### src/rtl/regfile_wb_arbiter.sv
// Round-robin write-back arbiter (ALU vs load) for the register file write port plus busy scoreboard.
// Grant is same-cycle; write port is driven from flops one cycle later; losers hold valid until granted.
module regfile_wb_arbiter #(
  parameter int DW = 16,
  parameter int AW = 4
) (
  input  logic              clk,
  input  logic              reset,
  input  logic              alu_valid,
  input  logic [AW-1:0]     alu_reg,
  input  logic [DW-1:0]     alu_data,
  output logic              alu_ready,
  input  logic              mem_valid,
  input  logic [AW-1:0]     mem_reg,
  input  logic [DW-1:0]     mem_data,
  output logic              mem_ready,
  input  logic              iss_valid,
  input  logic              iss_dst_en,
  input  logic [AW-1:0]     iss_dst,
  input  logic [AW-1:0]     iss_src1,
  input  logic [AW-1:0]     iss_src2,
  output logic              iss_stall,
  output logic [2**AW-1:0]  busy,
  output logic              rf_we,
  output logic [AW-1:0]     rf_waddr,
  output logic [DW-1:0]     rf_wdata
);
  localparam int NR = 2**AW;

  typedef struct packed {
    logic [AW-1:0] addr;
    logic [DW-1:0] dat;
  } wb_t;

  logic          last_q, last_d;
  logic [NR-1:0] busy_q, busy_d;
  logic          rf_we_q, rf_we_d;
  wb_t           wb_q, wb_d;
  wb_t           wb_sel;
  logic          xfer, iss_acc;

  // last_q: 0 = ALU granted most recently, 1 = MEM; the other side wins a tie.
  always_comb begin
    alu_ready = 1'b0;
    mem_ready = 1'b0;
    if (!reset) begin
      if (alu_valid && (!mem_valid || last_q)) alu_ready = 1'b1;
      else if (mem_valid)                      mem_ready = 1'b1;
    end
  end

  assign xfer      = alu_ready | mem_ready;
  assign wb_sel    = alu_ready ? wb_t'{addr: alu_reg, dat: alu_data}
                               : wb_t'{addr: mem_reg, dat: mem_data};
  assign iss_stall = iss_valid & (busy_q[iss_src1] | busy_q[iss_src2] |
                                  (iss_dst_en & busy_q[iss_dst]));
  assign iss_acc   = iss_valid & ~iss_stall & ~reset;

  always_comb begin
    last_d  = last_q;
    busy_d  = busy_q;
    rf_we_d = xfer;
    wb_d    = wb_q;
    if (xfer) begin
      last_d              = mem_ready;
      wb_d                = wb_sel;
      busy_d[wb_sel.addr] = 1'b0;
    end
    // Set after clear so a same-cycle set on the same register wins.
    if (iss_acc && iss_dst_en) busy_d[iss_dst] = 1'b1;
  end

  always_ff @(posedge clk) begin
    if (reset) begin
      last_q  <= 1'b1;
      busy_q  <= '0;
      rf_we_q <= 1'b0;
      wb_q    <= '0;
    end else begin
      last_q  <= last_d;
      busy_q  <= busy_d;
      rf_we_q <= rf_we_d;
      wb_q    <= wb_d;
    end
  end

  assign busy     = busy_q;
  assign rf_we    = rf_we_q;
  assign rf_waddr = wb_q.addr;
  assign rf_wdata = wb_q.dat;
endmodule

### config.mk
export PLATFORM = sky130hd
export DESIGN_NAME = regfile_wb_arbiter
export DESIGN_NICKNAME = d
export VERILOG_FILES = /design/src/rtl/regfile_wb_arbiter.sv
export SDC_FILE = /design/constraint.sdc
export NUM_CORES = 1
export LEC_CHECK = 0
export CAP_MARGIN = 25
export CORE_MARGIN = 10
export CORE_UTILIZATION = 30
export DETAILED_ROUTE_END_ITERATION = 10
export PLACE_DENSITY_LB_ADDON = 0.25
export SKIP_CTS_REPAIR_TIMING = 1
export SLEW_MARGIN = 30
export SYNTH_ARGS = -nofsm -noshare
export SYNTH_HDL_FRONTEND = slang
export SYNTH_SLANG_ARGS = --single-unit
### constraint.sdc
create_clock -name clk -period 2.8 [get_ports clk]
set_clock_uncertainty 0.15 [all_clocks]
set_input_delay 0.42 -clock clk [delete_from_list [all_inputs] [get_ports clk]]
set_output_delay 0.42 -clock clk [all_outputs]
set_load 0.02 [all_outputs]
After elaboration in Yosys (flattened, before gate mapping):

Cells that the tools add are included.

* multiplexer cells: 18
* $lt $le $gt $ge: 6
* bitwise logic cells: 12
* reduce and logical (&&, ||, !) cells: 6

Operators with widths (count)
* 16-bit two-way mux: 2
* 4-bit by 5-bit less-than comparator with 1-bit output, second input constant: 4
* 20-bit two-way mux: 1
* 16-bit bitwise AND: 1
* 16-bit NOT: 1
* 16-bit bitwise OR: 1
* 1-bit binary-select mux with 4-bit select: 3
* 1-bit two-way mux: 10
* 1-bit demux with 4-bit select: 2
* 4-bit by 1-bit greater-or-equal comparator with 1-bit output, second input constant: 2
* 1-bit bitwise AND: 4
* 1-bit logical AND: 4
* 1-bit bitwise OR: 3
* 1-bit NOT: 2
* 1-bit logical NOT: 1
* 1-bit logical OR: 1

* input bits: 58
* logic and storage cells: 47
* bits in registers: 38
* output and inout port bits: 40

Depth between registers and ports, before layout:

* depth in word-level cells: 15
* mapped depth: 7

Least setup slack after synthesis:

OpenSTA, ideal clock, no wires.

* kind: input to output
* start: input iss_src2[1]
* end: output iss_stall
* stages: 6
* arrival time: 1.783 ns
* path slack: 0.447 ns
* path through: mux4_1 -> mux2_2 -> nand2_2 -> nand3_4 -> buf_6 -> o21a_1

* cells in the longest elaborated chain, start to end: 5

RTL lines
* from (decl): RTL line 21 `input logic [AW-1:0] iss_src2,`
* 1-bit binary-select mux with 4-bit select: RTL line 55 `assign iss_stall = iss_valid & (busy_q[iss_src1] | busy_q[iss_src2] |`
* 1-bit two-way mux (implied by the code): RTL line 55
* 1-bit bitwise OR (2 in series): RTL line 55
* 1-bit bitwise AND: RTL line 55
* to (decl): RTL line 22 `output logic iss_stall,`

No other way between the ends. The select of a mux whose other input is x is not followed.

Worst setup path in the final report:

* start: input alu_valid
* end: output alu_ready

* cells in the longest elaborated chain, start to end: 3

RTL lines
* from (decl): RTL line 9 `input logic alu_valid,`
* 1-bit logical AND: RTL line 47 `if (alu_valid && (!mem_valid || last_q)) alu_ready = 1'b1;`
* 1-bit two-way mux: RTL line 47
* 1-bit two-way mux: RTL line 46 `if (!reset) begin`
* to (decl): RTL line 12 `output logic alu_ready,`

No other way between the ends.

==> metrics <==
Sequential Power Share 0.435; Yosys reg bits 38; Synth area leaders dfxtp_1, mux4_1, a311oi_1, nand2_1, mux2i_1; core area 7650 sq um; first-pass GRT wire length about 14 mm; Nets 458; antenna violations before repair 0; clock sinks 38; top-count cell post-synth nand2_1; cts bufs inserted 5; switch share 0.290; pwr/cell area ~360 nW/um^2; sw power 0.388 mW; Die H 108 microns; Final min period ~2.7 ns; Iteration-0 DRC Markers ~140; H-tree levels 2; Syn Std Cell Area 2340 sq um; total vias in the final route between 2000 and 3000; Worst Setup End Kind output pin; Worst-path clk slew 0.08 ns; clock network fraction of total power 0.299; TritonRoute pass-1 iters 4; Port Buf Inserts between 90 and 100; GRT Total Usage 0.147; Critical Path Fanout Max 3; largest net degree at the start of global routing 39; Post-Route WL 8.87 mm; hpwl dp 6.96 mm; chip width 108 microns; CP arrival between 2 and 2.5 ns; share of cells above drive strength 1 0.122; num rows 32; wire per inst 17.6 microns; post-route ant nets 0; Hold/Removal Path Class flop to flop; Max VDD drop 0.000184 V; non-filler cells in the finished layout 503; max cap viols 0; Cells after Synth 281; type of origin of the critical path input pin; EDFF count, synth 0; clk_lat worst skew 0.29 ns; final core occ 0.484; final worst path period share 0.958; die area between 10000 and 15000 sq um; RR Endpoint busy[4]$_SDFF_PP0_; vias in the first global route 2659; worst slew pin tran around 0.52 ns; Comb power frac 0.265; DRC viols 0; endpoints failing setup 0; diode count 0; Max Slew Vio Count 0; area share of the largest cell type after synthesis 0.325; leak pwr 1.47 nW; syn nets 339; Crit Path Class input pin to output pin; yosys warns 0; Clock Tree Buf Depth 2; Initial Utilization 0.306; cell taking the most area after synthesis dfxtp_1; status completed; WHS Path Cells 2; R2R depth 6; RR Startpoint busy[10]$_SDFF_PP0_; data required time of the worst path 2.23 ns; reg2reg setup slack around 0.60 ns; Area Overhead vs Synth 58.0%; RePlAce Congestion ~0.9; Slew HR 0.649; Distinct cells, synth 37; Avg Vias per Cell slightly above 5; Syn Area/Cell 8.34 sq um; Synth top cells by count nand2_1, dfxtp_1, nor2b_1, o21ai_0, nor2_1; Clock Tree Root clkbuf_8; Hold Crit Start rf_wdata[11]$_SDFFE_PP0N_; RSZ-0062 raised after global routing no; hold path endpoint rf_wdata[11]$_SDFFE_PP0N_; Hold Vio Cnt, Final 0; Inst Count DP slightly below 500; Max Freq 373 MHz; sequential area share after synthesis 0.325; ys flop type dfxtp_1; gr ovfl total 0; share of flip-flops with an asynchronous set or reset 0; Int Pwr 0.950 mW; Ports just under 100; TritonCTS clock tree done
==> cell type report <==
cell class,count,area (sq um)
well taps,102,128
inverters,8,30.0
flip-flops and latches,38,761
clock inverters,2,12.5
fillers,712,3940
clock buffers,6,82.6
multi-input cells,217,1460
repair buffers,130,1230
==> placed cells by master, fill, tap and decap left out, types with 2 or more instances in the layout <==
cell type and count:
a211oi_1 3, a22oi_1 4, a311oi_1 19, a32oi_1 2
buf_4 33, clkbuf_8 6, clkdlybuf4s50_1 93, dfxtp_1 38
dlymetal6s2s_1 4, inv_1 8, mux2_2 2, mux2i_1 15
mux4_1 7, nand2_1 43, nand2b_1 3, nand3_1 12
nor2_1 22, nor2b_1 24, nor3_1 12, nor4_1 2
o21ai_0 24, o41ai_1 7, or3_1 2
==> flip-flops by register name, indices dropped and copies added (netlist names) <==
name      count
busy         16
last_q        1
rf_waddr      4
rf_wdata     16
rf_we         1
==> how the worst max path moves through the flow <==
stage                     start         to  depth (start not counted)
floorplan           iss_src2[1]  iss_stall                          6
global placement    iss_src2[1]  iss_stall                          7
detailed placement  iss_src2[1]  iss_stall                          7
CTS                 iss_src2[1]  iss_stall                          7
global route        iss_src2[2]  iss_stall                          7
finish                alu_valid  alu_ready                          5
==> power by group through the flow <==
stage	clock, mW	sequential [mW]	combinational (mW)
floorplan	0	0.626	0.122
global placement	0	0.594	0.353
detailed placement	0	0.595	0.356
CTS	0.415	0.582	0.358
global route	0.439	0.586	0.383
finish	0.400	0.582	0.355
==> worst max-delay path: stages <==
cell	delay, ns
clkdlybuf4s50_1	0.48
inv_1	0.06
or3_1	0.40
inv_1	0.11
clkdlybuf4s50_1	0.63
==> metal layers <==
| metal | GRT usage | part of all wire | routed length, microns | vias up |
|---|---|---|---|---|
| met5 | 0 | 0 | 0 | - |
| met4 | 0.0395 | 0.019 | 165 | 0 |
| met3 | 0.0738 | 0.12 | 1030 | 12 |
| met2 | 0.228 | 0.43 | 3850 | 106 |
| met1 | 0.176 | 0.43 | 3830 | 1186 |
| li1 | - | - | - | 1275 |
==> logic make-up (layout without fill, tap and decap cells) <==
family,count (synthesis),after routing,share of synthesized area
flops,38,38,0.325
compound gates,65,65,0.202
buf+inv,26,146,0.0518
mux,24,24,0.152
simple gates,128,128,0.270
==> metrics by stage <==
step / worst slack (ns) / hold WS (ns) / setup TNS, ns / area (sq um) / power (mW)
CTS: -0.533 / 0.339 / -0.533 / 3690 / 1.36
floorplan: 0.447 / 0.332 / 0 / 2340 / 0.748
detailed placement: -0.520 / 0.325 / -0.841 / 3600 / 0.950
finish: 0.118 / 0.335 / 0 / 3700 / 1.34
global placement: -0.471 / 0.317 / -0.555 / 3600 / 0.947
global route: 0.0494 / 0.361 / 0 / 3700 / 1.41
No activity file was read; power rests on OpenSTA's default activity.
